==> src/rtl/mc_decoder_bus.sv <==
// mc_decoder_bus: multicycle ARM control unit for the bus-attached core.
// Decodes Op/Funct/Rd into datapath controls and sequences the main FSM.
// Memory accesses use a request/ready handshake. A wait-state counter
// forces a sticky bus fault when the memory stalls for too long.
//
// Ports:
//   clk        - clock, rising edge
//   reset      - asynchronous active-low reset
//   Op, Funct  - instruction fields (Funct[5]=I, [4:1]=cmd, [0]=S/L)
//   Rd         - destination register
//   BusReady   - memory completes the current request this cycle
//   MemReq     - memory request active
//   MemW       - write strobe, held for the whole write request
//   IRWrite, NextPC, RegW, AdrSrc, ALUSrcA, PCS - 1-bit datapath controls
//   ResultSrc, ALUSrcB, ImmSrc, RegSrc, FlagW   - 2-bit datapath controls
//   ALUControl - ALU op select, zero-extended to ALUCTRL_W
//   Undef      - held high in FAULT when it was entered via Op=11
//   BusErr     - sticky, set when the bus timeout fires
module mc_decoder_bus #(
  parameter int unsigned ALUCTRL_W = 3,  // must be >= 3
  parameter int unsigned TIMEOUT   = 15  // 0 disables the timeout
) (
  input  logic                 clk,
  input  logic                 reset,
  input  logic [1:0]           Op,
  input  logic [5:0]           Funct,
  input  logic [3:0]           Rd,
  input  logic                 BusReady,
  output logic                 MemReq,
  output logic                 MemW,
  output logic                 IRWrite,
  output logic                 NextPC,
  output logic                 RegW,
  output logic                 AdrSrc,
  output logic                 ALUSrcA,
  output logic                 PCS,
  output logic [1:0]           ResultSrc,
  output logic [1:0]           ALUSrcB,
  output logic [1:0]           ImmSrc,
  output logic [1:0]           RegSrc,
  output logic [1:0]           FlagW,
  output logic [ALUCTRL_W-1:0] ALUControl,
  output logic                 Undef,
  output logic                 BusErr
);

  typedef enum logic [3:0] {
    StFetch,
    StDecode,
    StMemAdr,
    StMemRead,
    StMemWb,
    StMemWrite,
    StExecuteR,
    StExecuteI,
    StAluWb,
    StBranch,
    StFault
  } state_e;

  // Counter only needs to reach TIMEOUT-1.
  localparam int unsigned CntW        = (TIMEOUT > 1) ? $clog2(TIMEOUT) : 1;
  localparam int unsigned TimeoutLast = (TIMEOUT > 0) ? TIMEOUT - 1 : 0;
  localparam logic [CntW-1:0] CntMax  = CntW'(TimeoutLast);

  state_e          state_q, state_d;
  logic [CntW-1:0] wait_cnt_q, wait_cnt_d;
  logic            bus_err_q, bus_err_d;
  logic            undef_q, undef_d;

  // ---------------------------------------------------------------------------
  // ALU command decode (independent of state; gated by alu_op below)
  // ---------------------------------------------------------------------------
  logic [3:0] cmd;
  logic [2:0] alu_ctrl;
  logic       alu_valid;   // supported command
  logic       alu_wb;      // command writes a result register
  logic       alu_cmp_tst; // compare-style: flags only
  logic       alu_arith;   // ADD/SUB/CMP also update C/V

  assign cmd = Funct[4:1];

  always_comb begin
    alu_ctrl    = 3'b000;
    alu_valid   = 1'b0;
    alu_wb      = 1'b0;
    alu_cmp_tst = 1'b0;
    alu_arith   = 1'b0;
    case (cmd)
      4'b0100: begin // ADD
        alu_ctrl = 3'b000; alu_valid = 1'b1; alu_wb = 1'b1; alu_arith = 1'b1;
      end
      4'b0010: begin // SUB
        alu_ctrl = 3'b001; alu_valid = 1'b1; alu_wb = 1'b1; alu_arith = 1'b1;
      end
      4'b1010: begin // CMP
        alu_ctrl = 3'b001; alu_valid = 1'b1; alu_cmp_tst = 1'b1; alu_arith = 1'b1;
      end
      4'b0000: begin // AND
        alu_ctrl = 3'b010; alu_valid = 1'b1; alu_wb = 1'b1;
      end
      4'b1000: begin // TST
        alu_ctrl = 3'b010; alu_valid = 1'b1; alu_cmp_tst = 1'b1;
      end
      4'b1100: begin // ORR
        alu_ctrl = 3'b011; alu_valid = 1'b1; alu_wb = 1'b1;
      end
      4'b0001: begin // EOR
        alu_ctrl = 3'b100; alu_valid = 1'b1; alu_wb = 1'b1;
      end
      4'b1101: begin // MOV
        alu_ctrl = 3'b101; alu_valid = 1'b1; alu_wb = 1'b1;
      end
      default: ;
    endcase
  end

  // ---------------------------------------------------------------------------
  // Main FSM: next state and Moore/Mealy outputs
  // ---------------------------------------------------------------------------
  logic mem_req_st;
  logic alu_op;
  logic branch;
  logic timeout_hit;
  logic flag_s;

  assign timeout_hit = (TIMEOUT != 0) && mem_req_st && !BusReady && (wait_cnt_q == CntMax);

  always_comb begin
    state_d    = state_q;
    mem_req_st = 1'b0;
    MemW       = 1'b0;
    IRWrite    = 1'b0;
    NextPC     = 1'b0;
    RegW       = 1'b0;
    AdrSrc     = 1'b0;
    ALUSrcA    = 1'b0;
    ResultSrc  = 2'b00;
    ALUSrcB    = 2'b00;
    alu_op     = 1'b0;
    branch     = 1'b0;

    unique case (state_q)
      StFetch: begin
        mem_req_st = 1'b1;
        ALUSrcA    = 1'b1;
        ALUSrcB    = 2'b10;
        ResultSrc  = 2'b10;
        IRWrite    = BusReady;
        NextPC     = BusReady;
        if (BusReady)         state_d = StDecode;
        else if (timeout_hit) state_d = StFault;
      end
      StDecode: begin
        ALUSrcA   = 1'b1;
        ALUSrcB   = 2'b10;
        ResultSrc = 2'b10;
        unique case (Op)
          2'b00:   state_d = Funct[5] ? StExecuteI : StExecuteR;
          2'b01:   state_d = StMemAdr;
          2'b10:   state_d = StBranch;
          default: state_d = StFault;
        endcase
      end
      StMemAdr: begin
        ALUSrcB = 2'b01;
        state_d = Funct[0] ? StMemRead : StMemWrite;
      end
      StMemRead: begin
        mem_req_st = 1'b1;
        AdrSrc     = 1'b1;
        if (BusReady)         state_d = StMemWb;
        else if (timeout_hit) state_d = StFault;
      end
      StMemWrite: begin
        mem_req_st = 1'b1;
        AdrSrc     = 1'b1;
        MemW       = 1'b1;
        if (BusReady)         state_d = StFetch;
        else if (timeout_hit) state_d = StFault;
      end
      StMemWb: begin
        ResultSrc = 2'b01;
        RegW      = 1'b1;
        state_d   = StFetch;
      end
      StExecuteR, StExecuteI: begin
        ALUSrcB = (state_q == StExecuteI) ? 2'b01 : 2'b00;
        alu_op  = 1'b1;
        state_d = alu_wb ? StAluWb : StFetch;
      end
      StAluWb: begin
        RegW    = 1'b1;
        state_d = StFetch;
      end
      StBranch: begin
        ALUSrcB   = 2'b01;
        ResultSrc = 2'b10;
        branch    = 1'b1;
        state_d   = StFetch;
      end
      StFault: begin
        state_d = StFault;
      end
      default: begin
        state_d = StFault;
      end
    endcase
  end

  // Reset drops the request combinationally, even mid-transfer.
  assign MemReq = mem_req_st & reset;

  assign flag_s     = alu_op & alu_valid & (Funct[0] | alu_cmp_tst);
  assign FlagW      = {flag_s, flag_s & alu_arith};
  assign ALUControl = alu_op ? ALUCTRL_W'(alu_ctrl) : '0;
  assign PCS        = ((Rd == 4'hF) & RegW) | branch;
  assign ImmSrc     = Op;
  assign RegSrc     = {Op == 2'b01, Op == 2'b10};
  assign Undef      = undef_q;
  assign BusErr     = bus_err_q;

  // ---------------------------------------------------------------------------
  // Wait counter and sticky flags
  // ---------------------------------------------------------------------------
  always_comb begin
    wait_cnt_d = wait_cnt_q;
    if (BusReady || (state_d != state_q)) begin
      wait_cnt_d = '0;
    end else if (mem_req_st && !(&wait_cnt_q)) begin
      // Saturate so a disabled timeout never wraps.
      wait_cnt_d = wait_cnt_q + 1'b1;
    end
  end

  assign bus_err_d = bus_err_q | timeout_hit;
  assign undef_d   = undef_q | ((state_q == StDecode) && (Op == 2'b11));

  always_ff @(posedge clk or negedge reset) begin
    if (!reset) begin
      state_q    <= StFetch;
      wait_cnt_q <= '0;
      bus_err_q  <= 1'b0;
      undef_q    <= 1'b0;
    end else begin
      state_q    <= state_d;
      wait_cnt_q <= wait_cnt_d;
      bus_err_q  <= bus_err_d;
      undef_q    <= undef_d;
    end
  end

endmodule
==> config.mk <==
export PLATFORM = sky130hd
export DESIGN_NAME = mc_decoder_bus
export DESIGN_NICKNAME = d
export VERILOG_FILES = /design/src/rtl/mc_decoder_bus.sv
export SDC_FILE = /design/constraint.sdc
export NUM_CORES = 1
export LEC_CHECK = 0
export ABC_AREA = 1
export CORE_MARGIN = 1
export CORE_UTILIZATION = 46
export CTS_CLUSTER_DIAMETER = 30
export CTS_CLUSTER_SIZE = 12
export DETAILED_ROUTE_END_ITERATION = 7
export PLACE_DENSITY_LB_ADDON = 0.15
export SLEW_MARGIN = 5
export SYNTH_ARGS = -nofsm -noshare
export SYNTH_HDL_FRONTEND = slang
export SYNTH_SLANG_ARGS = --single-unit
export TNS_END_PERCENT = 30
==> constraint.sdc <==
create_clock -name clk -period 4.69 [get_ports clk]
set_input_delay 0.938 -clock clk [delete_from_list [all_inputs] [get_ports clk]]
set_output_delay 0.938 -clock clk [all_outputs]
set_load 0.05 [all_outputs]
==> results.txt <==
----------------------------------------------------
[Run status]
  Result of the run ... completed

[Logic synthesis]
  List of most frequent post-synthesis cells ... 32 x nand2_1, 25 x inv_1, 20 x nor2_1
  Synthesis-stage register bit count ... 10
  Most used DFF post-synth ... dfrtp_1
  Cell count after synthesis ... 143
  Sequential area share after synthesis ... 0.270
  Post-synth EDFFs ... 0
  Cell taking the most area after synthesis ... dfrtp_1
  Top post-synthesis cells by area ... dfrtp_1 27%, nand2_1 13%, inv_1 10%
  Yosys synthesis warning count ... 0
  Post-synthesis net count ... 160
  Async set-or-reset flop fraction in the synthesized netlist ... 1.00
  Mean instance size in the synthesized netlist ... 6.49 um^2
  Number of different library cells in the post-synthesis netlist ... 29
  Area share of the largest cell type after synthesis ... 0.270
  Count leader, synth ... nand2_1
  Post-synthesis instance area ... 928 um^2

[Clock network]
  CTS clk-pin slew, worst paths ... 0.06 ns
  Number of gates resized after CTS ... 0
  Buffers inserted during post-CTS setup optimization ... 0
  Clock root buffer master ... clkbuf_4
  Sink Count ... 10
  Clock tree from TritonCTS ... built
  CTS max path bufs ... 2
  Num CTS Buffers ... 3
  CTS Hold Bufs ... 0
  # H-tree levels ... 1
  Worst-skew pair later-pin latency ... 0.26 ns

[Finish]
  Fraction of the core area covered by cells at the end of the flow ... 0.731
  Number of nets in the final layout ... 196
  Fill cell count ... 156
  Combined area of the multi-input logic cells ... 524 um^2
  Area Growth Syn to Fin ... 41.9%
  Share of post-route cells with drive strength above 1 ... 0.107
  Number of antenna cells inserted ... 0
  Sequential Area ... 250 um^2

[STA]
  Highest clock rate ... 0.261 GHz
  Remaining max-slew budget at the tightest pin ... 0.663
  Number of setup violations in the final report ... 0
  Setup repair after global routing missed its margin ... no
  Slew of the pin with the lowest slew margin ... 0.504 ns
  Final-report hold violation count ... 0
  Total negative setup slack ... 0 ns
  Final clock skew ... 0.00343 ns
  Final worst-path cycle share ... 0.817
  Final worst path period need ... 3.83 ns
  Final Max Slew Viols ... 0

[Worst setup path]
  Required time reported for the critical path endpoint ... 3.75 ns
  End of the critical path ... FlagW[0]
  Max Fanout on Critical Path ... 3
  Sum of buffers and inverters on the critical path ... 3
  Cell with the largest stage delay on the worst path ... clkdlybuf4s50_1
  Path length in cells of the critical path ... 9
  FF-to-FF End ... wait_cnt_q[1]
  Cell seen most often among critical-path stages ... nor2_1
  Crit-path leading delay family ... buffers and inverters
  First element of the critical path ... Funct[4]
  Data arrival, critical path ... 2.89 ns
  Stage delay of the slowest cell on the critical path ... 0.69 ns
  Critical Path, Cell by Cell ... clkdlybuf4s50_1, inv_1, nor2_1, nor2_1, nand2_1, nand2_1, a32oi_1, nor2_1, clkdlybuf4s50_1
  Reg-to-Reg Start ... state_q[1]
  Crit. End Element ... output port
  Reg-to-reg slack, setup ... 2.86 ns
  Setup Crit Path Kind ... input pin to output port
  Kind of start point of the critical path ... input pin
  Worst Reg-to-Reg Cells ... 9

[Power]
  Power share of the sequential group ... 0.439
  Internal power consumption ... 149 uW
  LEAKAGE ... 0.687 nW
  Comb pwr share ... 0.172
  Switching pwr ... 47.7 uW
  Maximum vdd drop ... 0.200 mV
  Clock power frac ... 0.389
  Pwr Density ... 149 nW/um^2
  Proportion of total power due to net switching ... 0.243

[Place]
  Count of input and output buffers ... 37
  HPWL after detailed placement ... 1870 um
  GPL Wtd Cong ... 0.839

[Drt]
  Vias after detailed routing ... 992
  Detailed Route WL ... 2300 um
  DRT antenna net count ... 0
  Count of routing violations after the opening detailed-route iteration ... 38
  Vias per cell ... 4.89
  Number of detailed-routing iterations run before antenna repair ... 4
  Drt wl/cell ... 11.3 um
  Residual DRC ... 0

[Global route]
  Global Route met2 Usage ... 0.436
  Number of global-route vias before repair ... 908
  Met3 track utilization from global routing ... 0.0615
  Most used routing layer ... met2
  Largest net degree at the start of global routing ... 12
  Wire length of the first global-routing pass ... 3620 um
  Number of antenna violations at the first check in global routing ... 0
  Global-route usage over all layers ... 0.231
  Leftover overflow at the end of global routing ... 0
  Met1 Resource Use GR ... 0.259

[Floorplanning]
  Area inside the core boundary ... 1800 um^2
  Starting density of the core ... 0.515
  Height of the die ... 46.9 um
  Die area ... 2200 um^2
  Row count ... 15
  # IOs ... 38
  Die width ... 46.9 um

[Hold path]
  Class of the worst hold path ... flop to flop

[Flow run]
  Max-cap violations ... 0

----------------------------------------------------
[per-layer routing]
layer	wire (um)	share of wire
met2	1220	0.53
met1	956	0.42
met5	0	0
met3	117	0.051
met4	8	0.0035
[cell usage in the layout (no fill, tap or decap)]
master           count
nand3_2              1
xnor2_1              1
o21ai_0              3
nand3_1             12
clkbuf_8             1
nand3b_4             1
nor2_2               4
xor2_1               1
o21ai_1              1
or2_2                1
nand3_4              1
nor2_1              20
inv_2                3
o21a_1               1
clkdlybuf4s50_1     37
nand2_2              4
a21oi_1              2
o21bai_1             1
inv_1               25
nand3b_1             1
nand4_1              4
ha_1                 2
nor3_1               1
dfrtp_1             10
o2bb2ai_1            1
nand2_1             32
clkbuf_4             3
a32oi_1              1
o31ai_1              2
o211ai_1             1
[state kept, by name (all words and copies together), names as in the netlist]
name / count
state_q: 4
wait_cnt_q: 4
Undef: 1
BusErr: 1
[through the flow]
step / power (mW) / hold slack [ns] / instances / area [um^2] / setup WS [ns]
floorplan: 0.102 / 0.535 / 143 / 928 / 1.52
global placement: 0.121 / 0.455 / 199 / 1280 / 0.973
detailed placement: 0.122 / 0.475 / 199 / 1280 / 0.872
CTS: 0.198 / 0.490 / 203 / 1320 / 0.871
global route: 0.204 / 0.490 / 203 / 1320 / 0.742
finish: 0.196 / 0.479 / 203 / 1320 / 0.859
[worst register-to-register path: cells and delay by family, from the launching register on]
family / cells / cell delay [ns]
AND/OR/NAND/NOR: 8 / 0.90
AO/OA/AOI/OAI: 1 / 0.37
flip-flops: 1 / 0.48
[final cells by class]
type                       instances  area share
clock buffer                       4      0.0275
inverter                          28      0.0798
multi-input combinational         99       0.398
sequential                        10       0.190
tap                               25      0.0237
timing repair buffer              37       0.281
[worst min-delay path by stage]
stage / from / end / slack (ns) / depth (start not counted)
2_1_floorplan: wait_cnt_q[0] / wait_cnt_q[0] / 0.54 / 3
3_3_place_gp: BusErr / BusErr / 0.45 / 1
3_5_place_dp: BusErr / BusErr / 0.47 / 1
4_1_cts: BusErr / BusErr / 0.49 / 1
5_1_grt: BusErr / BusErr / 0.49 / 1
6_report: BusErr / BusErr / 0.48 / 1
[cell families after synthesis]
| group | count (synthesis) | synth area share |
|---|---|---|
| xor gates and xnor gates | 2 | 0.0189 |
| AOI/OAI and AO/OA | 13 | 0.0916 |
| adders and majority gates | 2 | 0.0269 |
| buffers and inverters | 34 | 0.166 |
| and+or+nand+nor | 82 | 0.427 |
| DFF | 10 | 0.270 |
[power by group through the flow]
stage | Clock (mW) | Combinational (mW) | Sequential [mW]
5_1_grt | 0.0816 | 0.0364 | 0.0862
4_1_cts | 0.0775 | 0.0340 | 0.0862
2_1_floorplan | 0 | 0.0145 | 0.0879
6_report | 0.0764 | 0.0338 | 0.0862
3_5_place_dp | 0 | 0.0338 | 0.0879
3_3_place_gp | 0 | 0.0327 | 0.0879
(Power assumes the default switching activity.)
